## src/rtl/rgb_dimmer_if.sv

```systemverilog
// Upstream sample channel for rgb_dimmer: r/g/b duty request plus brightness,
// transferred with a valid/ready handshake.
interface rgb_dimmer_if;
  logic [7:0] r_in;
  logic [7:0] g_in;
  logic [7:0] b_in;
  logic [7:0] brightness;
  logic       in_valid;
  logic       in_ready;

  modport master (
    output r_in, g_in, b_in, brightness, in_valid,
    input  in_ready
  );

  modport slave (
    input  r_in, g_in, b_in, brightness, in_valid,
    output in_ready
  );
endinterface

```

## src/rtl/rgb_dimmer.sv

```systemverilog
// Brightness scaler for three PWM channels using one serial shift-add multiplier;
// results commit only on period_sync. Optional square-law gamma: define GAMMA_EN.
module rgb_dimmer #(
  parameter int MUL_STEPS = 8
) (
  input  logic       clk,
  input  logic       rst_n,
  rgb_dimmer_if.slave bus,
  input  logic       period_sync,
  output logic [7:0] r_duty,
  output logic [7:0] g_duty,
  output logic [7:0] b_duty,
  output logic       updated
);

  typedef enum logic [2:0] {
    IDLE,
    MUL_R,
    MUL_G,
    MUL_B,
    WAIT_SYNC
`ifdef GAMMA_EN
    ,
    GAMMA_R,
    GAMMA_G,
    GAMMA_B
`endif
  } state_t;

  state_t      state, state_next;
  logic        ready_en;
  logic        transfer;

  logic [7:0]  g_cap, b_cap;
  logic [8:0]  bri_m;
  logic [7:0]  r_sh, g_sh, b_sh;

  logic [16:0] acc, acc_next, mcand;
  logic [7:0]  mplier;
  logic [2:0]  step;
  logic        step_done;
  logic        mul_active;
  logic [7:0]  pass_res;

  logic        load;
  logic [7:0]  load_x;
  logic [8:0]  load_m;

  // ready_en keeps in_ready low while reset is held and for no longer than one clock after
  assign bus.in_ready = ready_en && (state == IDLE);
  assign transfer     = bus.in_valid && bus.in_ready;

  assign step_done  = (step == 3'(MUL_STEPS - 1));
  assign mul_active = (state != IDLE) && (state != WAIT_SYNC);
  assign acc_next   = acc + (mplier[0] ? mcand : 17'd0);
  assign pass_res   = acc_next[15:8];

  always_ff @(posedge clk or negedge rst_n) begin
    if (!rst_n) begin
      state    <= IDLE;
      ready_en <= 1'b0;
    end else begin
      state    <= state_next;
      ready_en <= 1'b1;
    end
  end

  // Each pass that finishes also loads the operands of the following pass
  always_comb begin
    state_next = state;
    load       = 1'b0;
    load_x     = 8'd0;
    load_m     = 9'd0;
    case (state)
      IDLE: begin
        if (transfer) begin
          load   = 1'b1;
          load_x = bus.r_in;
`ifdef GAMMA_EN
          state_next = GAMMA_R;
          load_m     = {1'b0, bus.r_in} + 9'd1;
`else
          state_next = MUL_R;
          load_m     = {1'b0, bus.brightness} + 9'd1;
`endif
        end
      end
`ifdef GAMMA_EN
      GAMMA_R: begin
        if (step_done) begin
          state_next = MUL_R;
          load       = 1'b1;
          load_x     = pass_res;
          load_m     = bri_m;
        end
      end
      GAMMA_G: begin
        if (step_done) begin
          state_next = MUL_G;
          load       = 1'b1;
          load_x     = pass_res;
          load_m     = bri_m;
        end
      end
      GAMMA_B: begin
        if (step_done) begin
          state_next = MUL_B;
          load       = 1'b1;
          load_x     = pass_res;
          load_m     = bri_m;
        end
      end
`endif
      MUL_R: begin
        if (step_done) begin
          load   = 1'b1;
          load_x = g_cap;
`ifdef GAMMA_EN
          state_next = GAMMA_G;
          load_m     = {1'b0, g_cap} + 9'd1;
`else
          state_next = MUL_G;
          load_m     = bri_m;
`endif
        end
      end
      MUL_G: begin
        if (step_done) begin
          load   = 1'b1;
          load_x = b_cap;
`ifdef GAMMA_EN
          state_next = GAMMA_B;
          load_m     = {1'b0, b_cap} + 9'd1;
`else
          state_next = MUL_B;
          load_m     = bri_m;
`endif
        end
      end
      MUL_B: begin
        if (step_done) state_next = WAIT_SYNC;
      end
      WAIT_SYNC: begin
        if (period_sync) state_next = IDLE;
      end
      default: state_next = IDLE;
    endcase
  end

  always_ff @(posedge clk or negedge rst_n) begin
    if (!rst_n) begin
      acc    <= 17'd0;
      mcand  <= 17'd0;
      mplier <= 8'd0;
      step   <= 3'd0;
    end else if (load) begin
      acc    <= 17'd0;
      mcand  <= {8'd0, load_m};
      mplier <= load_x;
      step   <= 3'd0;
    end else if (mul_active) begin
      acc    <= acc_next;
      mcand  <= mcand << 1;
      mplier <= mplier >> 1;
      step   <= step + 3'd1;
    end
  end

  always_ff @(posedge clk or negedge rst_n) begin
    if (!rst_n) begin
      g_cap <= 8'd0;
      b_cap <= 8'd0;
      bri_m <= 9'd0;
      r_sh  <= 8'd0;
      g_sh  <= 8'd0;
      b_sh  <= 8'd0;
    end else begin
      if (transfer) begin
        g_cap <= bus.g_in;
        b_cap <= bus.b_in;
        bri_m <= {1'b0, bus.brightness} + 9'd1;
      end
      if (step_done && state == MUL_R) r_sh <= pass_res;
      if (step_done && state == MUL_G) g_sh <= pass_res;
      if (step_done && state == MUL_B) b_sh <= pass_res;
    end
  end

  // Duties change only here, so the PWM always sees a whole period at one value
  always_ff @(posedge clk or negedge rst_n) begin
    if (!rst_n) begin
      r_duty  <= 8'd0;
      g_duty  <= 8'd0;
      b_duty  <= 8'd0;
      updated <= 1'b0;
    end else if (state == WAIT_SYNC && period_sync) begin
      r_duty  <= r_sh;
      g_duty  <= g_sh;
      b_duty  <= b_sh;
      updated <= 1'b1;
    end else begin
      updated <= 1'b0;
    end
  end

endmodule
```

## src/flat_wrapper.sv

```systemverilog
// flat-port wrapper written by rule: the top's interface ports become plain ports
module rgb_dimmer_flat 
#(
  parameter int MUL_STEPS = 8
)
  (clk, rst_n, period_sync, r_duty, g_duty, b_duty, updated, bus_r_in, bus_g_in, bus_b_in, bus_brightness, bus_in_valid, bus_in_ready);
  rgb_dimmer_if bus_i ();
  input  logic clk;
  input  logic rst_n;
  input  logic period_sync;
  output logic [7:0] r_duty;
  output logic [7:0] g_duty;
  output logic [7:0] b_duty;
  output logic updated;
  input wire logic [$bits(bus_i.r_in)-1:0] bus_r_in;
  input wire logic [$bits(bus_i.g_in)-1:0] bus_g_in;
  input wire logic [$bits(bus_i.b_in)-1:0] bus_b_in;
  input wire logic [$bits(bus_i.brightness)-1:0] bus_brightness;
  input wire logic [$bits(bus_i.in_valid)-1:0] bus_in_valid;
  output wire logic [$bits(bus_i.in_ready)-1:0] bus_in_ready;
  assign bus_i.r_in = bus_r_in;
  assign bus_i.g_in = bus_g_in;
  assign bus_i.b_in = bus_b_in;
  assign bus_i.brightness = bus_brightness;
  assign bus_i.in_valid = bus_in_valid;
  assign bus_in_ready = bus_i.in_ready;
  rgb_dimmer #(.MUL_STEPS(MUL_STEPS)) u_core (.clk(clk), .rst_n(rst_n), .bus(bus_i), .period_sync(period_sync), .r_duty(r_duty), .g_duty(g_duty), .b_duty(b_duty), .updated(updated));
endmodule
```

## config.mk

```make
export PLATFORM = sky130hd
export DESIGN_NAME = rgb_dimmer_flat
export DESIGN_NICKNAME = d
export VERILOG_FILES = /design/src/rtl/rgb_dimmer_if.sv /design/src/rtl/rgb_dimmer.sv /design/src/flat_wrapper.sv
export SDC_FILE = /design/constraint.sdc
export NUM_CORES = 1
export LEC_CHECK = 0
export CORE_ASPECT_RATIO = 1.1
export CORE_UTILIZATION = 63
export CTS_BUF_LIST = sky130_fd_sc_hd__clkbuf_8
export DETAILED_ROUTE_END_ITERATION = 16
export PLACE_DENSITY = 0.86
export SLEW_MARGIN = 0
export SYNTH_ARGS = -nofsm -noshare
export SYNTH_HDL_FRONTEND = slang
export SYNTH_SLANG_ARGS = --single-unit
```

## constraint.sdc

```tcl
create_clock -name clk -period 7.2 [get_ports clk]
set_input_delay 1.08 -clock clk [delete_from_list [all_inputs] [get_ports clk]]
set_output_delay 1.08 -clock clk [all_outputs]
set_load 0.005 [all_outputs]
```

==> impl_metrics.ini <==
[critical_path]
worstPathRequired_ns = 6.12
arrival_ns = 2.13
end_kind = output port
worst-setup-path-type = reg2out
rr_worst_depth = 10
cp_max_fo = 9
critical_path.startpoint = u_core.state[1]
start_kind = flop
r2r_start = u_core.mplier[0]

[logic_synthesis]
yosysUniqueCellTypes = 48
ys_seq_area_share_pct = 54.11
synth_area_leaders = dfrtp_1, nand2_1, mux2_2, ha_1, o21ai_0
yosys_warnings = 0
yosys_register_bits = 121
synth_edf_count = 0
mappedNetlistArea_sq_um = 5595
ys_top_cells_by_count = dfrtp_1, nand2_1, o21ai_0
synth_top_cell_area_share_pct = 54.11
synth_most_common_cell = dfrtp_1
async_flop_share_pct = 100.0
synth_flop_cell = dfrtp_1
syn_avg_cell_area_sq_um = 10.44
synth_nets = 591
yosys.area.top_type = dfrtp_1
synthCells = 536

[die]
initial_utilization_pct = 65.86
dieWidth_um = 91.86
ioPinCount = 62
die_area_sq_um = 9263
rows = 35
die_h_um = 100.8
core_sq_um = 8496

[sta]
setup_viol = 0
rsz0062_at_grt = false
finalClockSkew_ns = 0.01076
clock.fmax_ghz = 0.3117
whs_ns = 0.4836
slew-limit-headroom_pct = 15.82
finalSetupTns_ns = 0
hold_viol = 0
tightest_slew_ns = 1.254
slew_violations = 0
fin_crit_sh_pct = 44.56
fin_crit_ns = 3.208

[cells_and_area]
stdcell_count = 712
drive_above_1_share_pct = 10.48
diodes = 0
finalNetCount = 643
area_delta_synth_final_pct = 18.22

[clock_tree]
tritoncts = built
clockBufferDepth = 2
root_buffer = clkbuf_8
hold_buffers = 0
postCtsSetupBuffers = 0
path_clk_slew_ns = 0.08
clk_latency_ns = 0.43
h-tree-depth = 4
numCtsBuffers = 17
cts_resized = 0
clock_sinks = 121

[global_route]
grt_pass1_vias = 4232
grt_pass1_wl_um = 20330
antenna_found_initial = 0
grt_max_degree = 73
grt_usage_pct = 28.43
gr-total-overflow = 0

[pwr]
ir_worst_vdd_v = 0.0002160
leakage_nw = 3.125
p_per_area_nw_per_um2 = 448.5

[drt]
drt_iter0_drc = 292
drc = 0
num_vias = 4320
wire_per_inst_um = 16.71
avgViaCountPerCell = 6.067
drt_wl_total_um = 11900
drt-pass1-iter-count = 5
drtAntennaViolNets = 0

[status]
status = finished, final reports clean

[worst_hold_path]
hold_path_depth = 2
min_from = u_core.g_sh[3]
worstHoldPathType = reg2reg

[place]
hpwl_um = 7897
io_buffers = 61
place_inst = 680
gp_congestion = 0.9076

[run]
max-cap-violations = 0
-- through the flow --
step / util [%] / setup slack (ns) / power [mW] / instance area (sq um)
global route: 77.86 / 3.862 / 3.172 / 6615
floorplan: - / 4.512 / 1.990 / 5595
detailed placement: 72.98 / 3.845 / 2.302 / 6200
global placement: 72.98 / 4.027 / 2.225 / 6200
finish: 77.86 / 3.992 / 2.967 / 6615
CTS: 77.86 / 4.004 / 2.964 / 6615
-- cell type report --
type | instances | area, sq um
clock buffers | 17 | 234.0
clock inverters | 15 | 181.4
fillers | 561 | 1881
inverters | 3 | 11.26
multi-input cells | 383 | 2406
flip-flops and latches | 121 | 3028
well taps | 111 | 138.9
repair buffers | 62 | 615.6
-- cells by family (layout without fill, tap and decap cells) --
kind of cell / after synthesis / in the layout / share of synthesized area [%]
flops: 121 / 121 / 54.11
other cells: 1 / 1 / 0.06702
mux: 27 / 27 / 5.434
simple gates: 192 / 192 / 15.07
buf+inv: 32 / 97 / 2.885
xor+xnor: 21 / 21 / 3.533
fa+ha+maj: 19 / 19 / 4.383
compound gates: 123 / 123 / 14.51
-- sequential cells by signal (all words and copies together), names as in the netlist --
signal           count
u_core.acc          16
u_core.b_cap         8
u_core.b_duty        8
u_core.b_sh          8
u_core.bri_m         9
u_core.g_cap         8
u_core.g_duty        8
u_core.g_sh          8
u_core.mcand        16
u_core.mplier        8
u_core.r_duty        8
u_core.r_sh          8
u_core.ready_en      1
u_core.state         3
u_core.step          3
u_core.updated       1
-- per-layer routing --
metal | vias to the layer above | share of wire [%] | global-route usage, %
li1 | 1988 | - | -
met1 | 2158 | 42 | 35.94
met2 | 150 | 52 | 47.70
met3 | 24 | 4.4 | 7.014
met4 | 0 | 2.0 | 10.82
met5 | - | 0 | 0
-- critical path: stages (launching register included) --
cell and delay [ns]:
dfrtp_1 0.51, nor4b_1 0.59, clkdlybuf4s50_1 0.61
-- report_power, final --
part / internal, mW / switching [mW] / total (mW)
Sequential: 0.955 / 0.191 / 1.15
Clock: 0.323 / 0.311 / 0.634
Combinational: 0.508 / 0.679 / 1.19
-- final timing paths --
| path | slack [ns] | to |
|---|---|---|
| max | 3.99 | bus_in_ready |
| min | 0.48 | u_core.g_sh[3] |
| max reg2reg | 4.05 | u_core.acc[12] |
| min reg2reg | 0.48 | u_core.g_sh[3] |
| max in group asynchronous | 5.28 | u_core.state[1] |
| min in group asynchronous | 0.76 | u_core.acc[6] |
-- cells in the final DEF (no fill, tap or decap), drive strengths merged, types with 5 or more instances in the layout --
master           n
dfrtp          121
nand2          117
clkdlybuf4s50   60
o21ai           40
nor2            29
mux2            27
a21oi           24
ha              18
and2            18
clkbuf          17
xor2            13
a22o            13
inv             12
a222oi          11
a21o             9
a31oi            7
nand3            7
xnor2            7
nand4            5
Power figures use the tool's default switching activity.
